## config.mk

```make
export PLATFORM = sky130hd
export DESIGN_NAME = uart_bus_sequencer_flat
export DESIGN_NICKNAME = d
export VERILOG_FILES = /design/src/rtl/uart_bus_sequencer_if.sv /design/src/rtl/uart_bus_sequencer.sv /design/src/flat_wrapper.sv
export SDC_FILE = /design/constraint.sdc
export NUM_CORES = 1
export LEC_CHECK = 0
export BUFFER_PORTS_ARGS = -buffer_cell sky130_fd_sc_hd__buf_2
export CORE_MARGIN = 2
export CORE_UTILIZATION = 48
export CTS_CLUSTER_DIAMETER = 40
export CTS_CLUSTER_SIZE = 25
export DETAILED_ROUTE_END_ITERATION = 16
export GPL_TIMING_DRIVEN = 0
export PLACE_DENSITY = 0.81
export SYNTH_ARGS = -nofsm -noshare
export SYNTH_HDL_FRONTEND = slang
export SYNTH_SLANG_ARGS = --single-unit
```

## constraint.sdc

```tcl
create_clock -name i_clk -period 3.2 [get_ports i_clk]
set_input_delay 0.64 -clock i_clk [delete_from_list [all_inputs] [get_ports i_clk]]
set_output_delay 0.64 -clock i_clk [all_outputs]
set_load 0.02 [all_outputs]
```

## src/rtl/uart_bus_sequencer_if.sv

```systemverilog
// rtl/uart_bus_sequencer_if.sv - UART register-port bus between sequencer (master) and UART (slave)
interface uart_bus_sequencer_if;
  logic [15:0] a;
  logic        select;
  logic        r_w_n;
  logic [7:0]  d_out;
  logic [7:0]  d_in;
  logic        bus_access_strobe;

  modport master (
    output a, select, r_w_n, d_out,
    input  d_in, bus_access_strobe
  );

  modport slave (
    input  a, select, r_w_n, d_out,
    output d_in, bus_access_strobe
  );
endinterface

```

## src/rtl/uart_bus_sequencer.sv

```systemverilog
// rtl/uart_bus_sequencer.sv - round-robin UART bus master: status polling, TX arbitration, RX drain
// Optional TX-busy timeout that drops a stuck request: `define UART_SEQ_TIMEOUT_EN
module uart_bus_sequencer #(
  parameter int          NUM_REQ        = 2,
  parameter logic [15:0] BASE_ADDR      = 16'hDF00,
  parameter int          TIMEOUT_CYCLES = 65535
) (
  input  logic                   i_clk,
  input  logic                   i_reset,
  input  logic [NUM_REQ-1:0]     i_req_valid,
  input  logic [8*NUM_REQ-1:0]   i_req_data,
  output logic [NUM_REQ-1:0]     o_req_ack,
  output logic                   o_rx_valid,
  output logic [7:0]             o_rx_data,
  input  logic                   i_rx_ready,
  output logic                   o_timeout_err,
  uart_bus_sequencer_if.master   bus
);
  localparam int PTR_W = (NUM_REQ > 1) ? $clog2(NUM_REQ) : 1;

  typedef enum logic [2:0] {
    IDLE   = 3'd0,
    ST_RD  = 3'd1,
    ST_CAP = 3'd2,
    RX_RD  = 3'd3,
    RX_CAP = 3'd4,
    TX_WR  = 3'd5
  } state_t;

  state_t             r_state, w_next;
  logic [PTR_W-1:0]   r_rr, r_grant, w_grant;
  logic [PTR_W:0]     w_sum;
  logic [7:0]         r_tx_byte, w_tx_pick;
  logic [NUM_REQ-1:0] r_req_ack;
  logic               r_rx_valid;
  logic [7:0]         r_rx_data;
  logic               w_done, w_any_req, w_take_rx, w_take_tx, w_drop;

  function automatic logic [PTR_W-1:0] ptr_inc(input logic [PTR_W-1:0] p);
    return (int'(p) == NUM_REQ - 1) ? '0 : p + PTR_W'(1);
  endfunction

  // d_in carries the status byte during ST_CAP: bit4 = TX idle, bit3 = receiver full
  assign w_done    = bus.select && bus.bus_access_strobe;
  assign w_any_req = |i_req_valid;
  assign w_take_rx = bus.d_in[3] && !r_rx_valid;
  assign w_take_tx = !w_take_rx && w_any_req && bus.d_in[4];

  always_comb begin
    w_grant   = r_rr;
    w_sum     = '0;
    w_tx_pick = 8'h00;
    for (int k = NUM_REQ - 1; k >= 0; k--) begin
      w_sum = {1'b0, r_rr} + (PTR_W+1)'(k);
      if (w_sum >= (PTR_W+1)'(NUM_REQ)) w_sum = w_sum - (PTR_W+1)'(NUM_REQ);
      if (i_req_valid[w_sum[PTR_W-1:0]]) w_grant = w_sum[PTR_W-1:0];
    end
    for (int k = 0; k < NUM_REQ; k++) begin
      if (w_grant == PTR_W'(k)) w_tx_pick = i_req_data[8*k +: 8];
    end
  end

`ifdef UART_SEQ_TIMEOUT_EN
  logic [15:0] r_to_cnt;
  logic        r_to_err;
  logic        w_tx_blocked;

  assign w_tx_blocked = (r_state == ST_CAP) && !w_take_rx && w_any_req && !bus.d_in[4];
  assign w_drop       = w_tx_blocked && (r_to_cnt == 16'(TIMEOUT_CYCLES - 1));

  always_ff @(posedge i_clk) begin
    if (i_reset || !w_any_req || w_drop || (r_state == TX_WR && w_done)) r_to_cnt <= '0;
    else if (w_tx_blocked) r_to_cnt <= r_to_cnt + 16'd1;
  end

  always_ff @(posedge i_clk) begin
    if (i_reset) r_to_err <= 1'b0;
    else         r_to_err <= w_drop;
  end

  assign o_timeout_err = r_to_err;
`else
  assign w_drop        = 1'b0;
  assign o_timeout_err = 1'b0;
`endif

  always_ff @(posedge i_clk) begin
    if (i_reset) r_state <= IDLE;
    else         r_state <= w_next;
  end

  always_comb begin
    w_next = r_state;
    case (r_state)
      IDLE:    if (w_any_req || !r_rx_valid) w_next = ST_RD;
      ST_RD:   if (w_done) w_next = ST_CAP;
      ST_CAP: begin
        if (w_take_rx)      w_next = RX_RD;
        else if (w_take_tx) w_next = TX_WR;
        else                w_next = IDLE;
      end
      RX_RD:   if (w_done) w_next = RX_CAP;
      RX_CAP:  w_next = IDLE;
      TX_WR:   if (w_done) w_next = IDLE;
      default: w_next = IDLE;
    endcase
  end

  // Bus outputs decode from registered state and latched byte, so they hold until the strobe edge
  always_comb begin
    bus.select = 1'b0;
    bus.r_w_n  = 1'b1;
    bus.a      = BASE_ADDR;
    bus.d_out  = 8'h00;
    case (r_state)
      ST_RD: begin
        bus.select = 1'b1;
        bus.a      = BASE_ADDR + 16'd1;
      end
      RX_RD:  bus.select = 1'b1;
      TX_WR: begin
        bus.select = 1'b1;
        bus.r_w_n  = 1'b0;
        bus.d_out  = r_tx_byte;
      end
      default: ;
    endcase
  end

  always_ff @(posedge i_clk) begin
    if (i_reset) begin
      r_rr       <= '0;
      r_grant    <= '0;
      r_tx_byte  <= 8'h00;
      r_req_ack  <= '0;
      r_rx_valid <= 1'b0;
      r_rx_data  <= 8'h00;
    end else begin
      r_req_ack <= '0;
      if (r_state == ST_CAP && w_take_tx) begin
        r_grant   <= w_grant;
        r_tx_byte <= w_tx_pick;
      end
      if (r_state == TX_WR && w_done) begin
        r_req_ack <= NUM_REQ'(1) << r_grant;
        r_rr      <= ptr_inc(r_grant);
      end
      if (w_drop) begin
        r_req_ack <= NUM_REQ'(1) << w_grant;
        r_rr      <= ptr_inc(w_grant);
      end
      if (r_state == RX_CAP) begin
        r_rx_valid <= 1'b1;
        r_rx_data  <= bus.d_in;
      end else if (r_rx_valid && i_rx_ready) begin
        r_rx_valid <= 1'b0;
      end
    end
  end

  assign o_req_ack  = r_req_ack;
  assign o_rx_valid = r_rx_valid;
  assign o_rx_data  = r_rx_data;
endmodule

```

## src/flat_wrapper.sv

```systemverilog
// flat-port wrapper written by rule: the top's interface ports become plain ports
module uart_bus_sequencer_flat 
#(
  parameter int          NUM_REQ        = 2,
  parameter logic [15:0] BASE_ADDR      = 16'hDF00,
  parameter int          TIMEOUT_CYCLES = 65535
)
  (i_clk, i_reset, i_req_valid, i_req_data, o_req_ack, o_rx_valid, o_rx_data, i_rx_ready, o_timeout_err, bus_a, bus_select, bus_r_w_n, bus_d_out, bus_d_in, bus_bus_access_strobe);
  uart_bus_sequencer_if bus_i ();
  input  logic i_clk;
  input  logic i_reset;
  input  logic [NUM_REQ-1:0] i_req_valid;
  input  logic [8*NUM_REQ-1:0] i_req_data;
  output logic [NUM_REQ-1:0] o_req_ack;
  output logic o_rx_valid;
  output logic [7:0] o_rx_data;
  input  logic i_rx_ready;
  output logic o_timeout_err;
  output wire logic [$bits(bus_i.a)-1:0] bus_a;
  output wire logic [$bits(bus_i.select)-1:0] bus_select;
  output wire logic [$bits(bus_i.r_w_n)-1:0] bus_r_w_n;
  output wire logic [$bits(bus_i.d_out)-1:0] bus_d_out;
  input wire logic [$bits(bus_i.d_in)-1:0] bus_d_in;
  input wire logic [$bits(bus_i.bus_access_strobe)-1:0] bus_bus_access_strobe;
  assign bus_a = bus_i.a;
  assign bus_select = bus_i.select;
  assign bus_r_w_n = bus_i.r_w_n;
  assign bus_d_out = bus_i.d_out;
  assign bus_i.d_in = bus_d_in;
  assign bus_i.bus_access_strobe = bus_bus_access_strobe;
  uart_bus_sequencer #(.NUM_REQ(NUM_REQ), .BASE_ADDR(BASE_ADDR), .TIMEOUT_CYCLES(TIMEOUT_CYCLES)) u_core (.i_clk(i_clk), .i_reset(i_reset), .i_req_valid(i_req_valid), .i_req_data(i_req_data), .o_req_ack(o_req_ack), .o_rx_valid(o_rx_valid), .o_rx_data(o_rx_data), .i_rx_ready(i_rx_ready), .o_timeout_err(o_timeout_err), .bus(bus_i));
endmodule
```

==> report_table.html <==
<table>
<tr><th>Metric</th><th>Value</th></tr>
<tr><th colspan="2">Yosys</th></tr>
<tr><td>Xor-xnor portion of the synthesized cell area</td><td>0.684%</td></tr>
<tr><td>Multiplexer share of the synthesized area</td><td>0%</td></tr>
<tr><td>Complex-gate fraction of the synthesized area</td><td>22.1%</td></tr>
<tr><td>Arithmetic-cell share of the synthesized area counting full adders, half adders and majority gates</td><td>0%</td></tr>
<tr><td>Yosys warning total</td><td>0</td></tr>
<tr><td>Number of enable-type register cells in the synthesized netlist</td><td>0</td></tr>
<tr><td>Mapped Avg Cell Area</td><td>7.67 um^2</td></tr>
<tr><td>Unique masters post-synth</td><td>28</td></tr>
<tr><td>Flop and latch count out of synthesis</td><td>24</td></tr>
<tr><td>Async S/R FF share, synth</td><td>0%</td></tr>
<tr><td>Seq/Total Area, Yosys</td><td>37.5%</td></tr>
<tr><td>Cell Area, Synth</td><td>0.00128 mm^2</td></tr>
<tr><td>Synthesized instance count</td><td>167</td></tr>
<tr><td>Largest family of logic cells by synthesized area</td><td>simple AND/OR/NAND/NOR gates</td></tr>
<tr><td>Post-Synth Simple-Gate Area</td><td>22.6%</td></tr>
<tr><td>Most used flip-flop cell after synthesis</td><td>sky130_fd_sc_hd__dfxtp_1</td></tr>
<tr><th colspan="2">Place</th></tr>
<tr><td>Post-DP HPWL</td><td>2.08 mm</td></tr>
<tr><td>Worst setup slack before clock tree synthesis</td><td>1.09 ns</td></tr>
<tr><td>Port bufs</td><td>50</td></tr>
<tr><td>Final Wtd Congestion</td><td>0.859</td></tr>
<tr><th colspan="2">Setup path</th></tr>
<tr><td>R2r startpoint</td><td>u_core.r_state[1]</td></tr>
<tr><td>Req. time, crit path</td><td>2.56 ns</td></tr>
<tr><td>Cell family with most CP delay</td><td>buffers and inverters</td></tr>
<tr><td>Depth of the worst register-to-register path</td><td>6</td></tr>
<tr><td>Critical-path cell with the highest stage delay</td><td>sky130_fd_sc_hd__dfxtp_1</td></tr>
<tr><td>Crit path largest cell delay</td><td>0.32 ns</td></tr>
<tr><td>Critical setup path kind</td><td>register to output port</td></tr>
<tr><td>Number of buffer and inverter stages on the critical path</td><td>3</td></tr>
<tr><td>Nature of the critical path endpoint</td><td>output port</td></tr>
<tr><td>Launch point of the worst path</td><td>u_core.r_state[1]</td></tr>
<tr><td>Startpoint Class</td><td>register</td></tr>
<tr><td>Critical-path cell list</td><td>buf_2 -&gt; nand2b_1 -&gt; nor2_1 -&gt; clkbuf_1 -&gt; and2_1 -&gt; buf_2</td></tr>
<tr><td>Data arrival time at the worst-slack endpoint</td><td>1.81 ns</td></tr>
<tr><td>Largest fanout of any net on the critical path</td><td>10</td></tr>
<tr><td>Total number of cells along the worst setup path</td><td>6</td></tr>
<tr><td>Cell type with the highest occurrence count on the critical path</td><td>sky130_fd_sc_hd__buf_2</td></tr>
<tr><th colspan="2">Timing</th></tr>
<tr><td>Crit path setup slack, layout</td><td>0.749 ns</td></tr>
<tr><td>Post-Route Skew</td><td>0.00255 ns</td></tr>
<tr><td>Period minus WS final</td><td>2.45 ns</td></tr>
<tr><td>Accumulated negative setup slack</td><td>0 ns</td></tr>
<tr><td>Max Freq</td><td>408 MHz</td></tr>
<tr><td>Fraction of the cycle the final worst path needs</td><td>76.6%</td></tr>
<tr><td>Count of endpoints failing hold in the final timing report</td><td>0</td></tr>
<tr><td>Slew Limit Fails</td><td>0</td></tr>
<tr><td>Setup repair after global routing missed its margin</td><td>false</td></tr>
<tr><td>Final setup fails</td><td>0</td></tr>
<tr><th colspan="2">Clock tree</th></tr>
<tr><td>Maximum count of clock buffers along a single path</td><td>2</td></tr>
<tr><td>Maximum level of the CTS H-tree</td><td>1</td></tr>
<tr><td>Number of buffers inserted during clock tree synthesis</td><td>3</td></tr>
<tr><td>Worst-skew pair later-pin latency</td><td>0.31 ns</td></tr>
<tr><td>Number of cells upsized or downsized after cts</td><td>0</td></tr>
<tr><td>Total setup buffers inserted after CTS</td><td>0</td></tr>
<tr><td>TritonCTS clock tree</td><td>done</td></tr>
<tr><td>Sinks on the clock net</td><td>24</td></tr>
<tr><td>Clk root buf</td><td>sky130_fd_sc_hd__clkbuf_4</td></tr>
<tr><td>CTS Hold Bufs</td><td>0</td></tr>
<tr><td>Clk pin slew, worst setup/hold paths</td><td>0.13 ns</td></tr>
<tr><th colspan="2">Drt</th></tr>
<tr><td>First drt pass iteration count</td><td>4</td></tr>
<tr><td>Vias post-DR</td><td>1248</td></tr>
<tr><td>Top metal layer carrying routed signals</td><td>met4</td></tr>
<tr><td>Post-DR wirelength/cell</td><td>10.0 um</td></tr>
<tr><td>Total wirelength of the detailed-routed design</td><td>2.65 mm</td></tr>
<tr><td># DRC</td><td>0</td></tr>
<tr><td>Amount of wire on met2 after detailed routing</td><td>1.37 mm</td></tr>
<tr><td>Routed met1 length</td><td>1.13 mm</td></tr>
<tr><td>Met3 Wirelength</td><td>138 um</td></tr>
<tr><td>Via density per instance</td><td>4.71</td></tr>
<tr><td>Post-DRT Antenna Nets</td><td>0</td></tr>
<tr><td>Iteration-0 DRC count of the detailed router</td><td>24</td></tr>
<tr><th colspan="2">Min path</th></tr>
<tr><td>Hold WC Path Type</td><td>register to register</td></tr>
<tr><td>Cell count of the worst hold path</td><td>2</td></tr>
<tr><td>Start point of the worst hold path</td><td>u_core.r_tx_byte[6]</td></tr>
<tr><th colspan="2">Global routing</th></tr>
<tr><td>Global route overflow</td><td>0</td></tr>
<tr><td>Initial antenna violation count</td><td>0</td></tr>
<tr><td>Wire length of the first global-routing pass</td><td>4.50 mm</td></tr>
<tr><td>Pin count of the biggest net entering global routing</td><td>15</td></tr>
<tr><td>Number of global-route vias before repair</td><td>1088</td></tr>
<tr><td>GR Util All Layers</td><td>17.4%</td></tr>
<tr><th colspan="2">Die</th></tr>
<tr><td>Initial core utilization</td><td>51.3%</td></tr>
<tr><td>Vert. Die Dim</td><td>55.7 um</td></tr>
<tr><td>Die extent in x</td><td>55.7 um</td></tr>
<tr><td>I/O pin count</td><td>68</td></tr>
<tr><td>Area of the die</td><td>0.00310 mm^2</td></tr>
<tr><td>FP Rows</td><td>18</td></tr>
<tr><td>Core ar.</td><td>0.00250 mm^2</td></tr>
<tr><th colspan="2">Power</th></tr>
<tr><td>Max VDD drop</td><td>0.372 mV</td></tr>
<tr><td>Pwr Density</td><td>372 mW/mm^2</td></tr>
<tr><td>Leakage Power</td><td>0.000788 uW</td></tr>
<tr><th colspan="2">Cells and area</th></tr>
<tr><td>Area growth from synthesis to layout</td><td>30.7%</td></tr>
<tr><td>Antenna Cells</td><td>0</td></tr>
<tr><td>Layout cells sized above 1</td><td>33.2%</td></tr>
<tr><td>Nets@finish</td><td>266</td></tr>
<tr><th colspan="2">Job</th></tr>
<tr><td>Max capacitance violation total</td><td>0</td></tr>
<tr><th colspan="2">Outcome</th></tr>
<tr><td>Result of the run</td><td>finished clean</td></tr>
</table>
-- final cells by class --
type / count / area [um^2]
repair buffers: 50 / 250
clock buffers: 3 / 22.5
well taps: 30 / 37.5
inverters: 11 / 41.3
flip-flops and latches: 24 / 480
multi-input cells: 118 / 641
clock inverters: 1 / 30.0
fillers: 244 / 826
plain buffers: 28 / 171
-- cell families (layout without fill, tap and decap cells) --
| kind of cell | count (synthesis) | after routing |
|---|---|---|
| other | 2 | 16 |
| AO/OA/AOI/OAI | 44 | 44 |
| buffers and inverters | 39 | 93 |
| AND/OR/NAND/NOR | 57 | 57 |
| flip-flops | 24 | 24 |
| XOR/XNOR | 1 | 1 |
-- registers in the layout, summed over array words and instances, names as in the netlist --
register           flops
u_core.r_rr            1
u_core.o_rx_data       8
u_core.o_req_ack       2
u_core.r_state         3
u_core.r_grant         1
u_core.o_rx_valid      1
u_core.r_tx_byte       8
-- power by group --
group | internal, uW | switching (uW) | leakage (uW)
Sequential | 303 | 3.73 | 0.000194
Clock | 127 | 87.5 | 0.0000279
Combinational | 43.9 | 57.7 | 0.000566
-- cell usage in the layout (no fill, tap or decap), types with 2 or more instances in the layout --
master and count:
sky130_fd_sc_hd__inv_1 11, sky130_fd_sc_hd__nand2_1 29, sky130_fd_sc_hd__nor2_1 6, sky130_fd_sc_hd__conb_1 16, sky130_fd_sc_hd__o211ai_1 16, sky130_fd_sc_hd__and2_1 8, sky130_fd_sc_hd__nor2b_1 2, sky130_fd_sc_hd__a21oi_1 20
sky130_fd_sc_hd__dfxtp_1 24, sky130_fd_sc_hd__o21a_1 2, sky130_fd_sc_hd__buf_4 16, sky130_fd_sc_hd__nand2b_1 5, sky130_fd_sc_hd__clkbuf_4 3, sky130_fd_sc_hd__buf_2 55, sky130_fd_sc_hd__nor3b_1 2, sky130_fd_sc_hd__clkbuf_1 6
-- worst register-to-register path: stages (launching register included) --
cell,delay [ns]
sky130_fd_sc_hd__dfxtp_1,0.32
sky130_fd_sc_hd__buf_2,0.20
sky130_fd_sc_hd__nand2b_4,0.09
sky130_fd_sc_hd__or4_1,0.48
sky130_fd_sc_hd__buf_2,0.18
sky130_fd_sc_hd__nand2_1,0.08
sky130_fd_sc_hd__a21oi_1,0.06
-- final timing paths --
check / slack (ns) / end
max: 0.75 / bus_d_out[0]
min: 0.46 / u_core.r_tx_byte[6]
max reg2reg: 1.68 / u_core.r_tx_byte[1]
min reg2reg: 0.46 / u_core.r_tx_byte[6]
-- metal layers --
layer	up-vias	GRT usage (%)
li1	663	-
met1	546	20.5
met2	35	31.8
met3	4	4.42
met4	0	3.48
met5	-	0
-- cells in the mapped netlist, types with 5 or more instances --
cell / n / area (um^2)
sky130_fd_sc_hd__clkbuf_1: 6 / 22.5
sky130_fd_sc_hd__o211ai_1: 16 / 120
sky130_fd_sc_hd__buf_4: 16 / 120
sky130_fd_sc_hd__buf_2: 5 / 25.0
sky130_fd_sc_hd__inv_1: 11 / 41.3
sky130_fd_sc_hd__nor2_1: 6 / 22.5
sky130_fd_sc_hd__and2_1: 8 / 50.1
sky130_fd_sc_hd__nand2b_1: 5 / 31.3
sky130_fd_sc_hd__nand2_1: 29 / 109
sky130_fd_sc_hd__a21oi_1: 20 / 100
sky130_fd_sc_hd__dfxtp_1: 24 / 480
-- per-stage QoR --
stage	cell area (um^2)	power, uW	hold slack [ns]	util, %	std cells
after floorplan	1330	385	0.432	-	181
after global routing	1670	655	0.485	67.0	265
after detailed placement	1620	414	0.442	64.9	261
after global placement	1620	413	0.440	64.9	261
final	1670	623	0.457	67.0	265
after CTS	1670	627	0.460	67.0	265
Power figures use the tool's default switching activity.
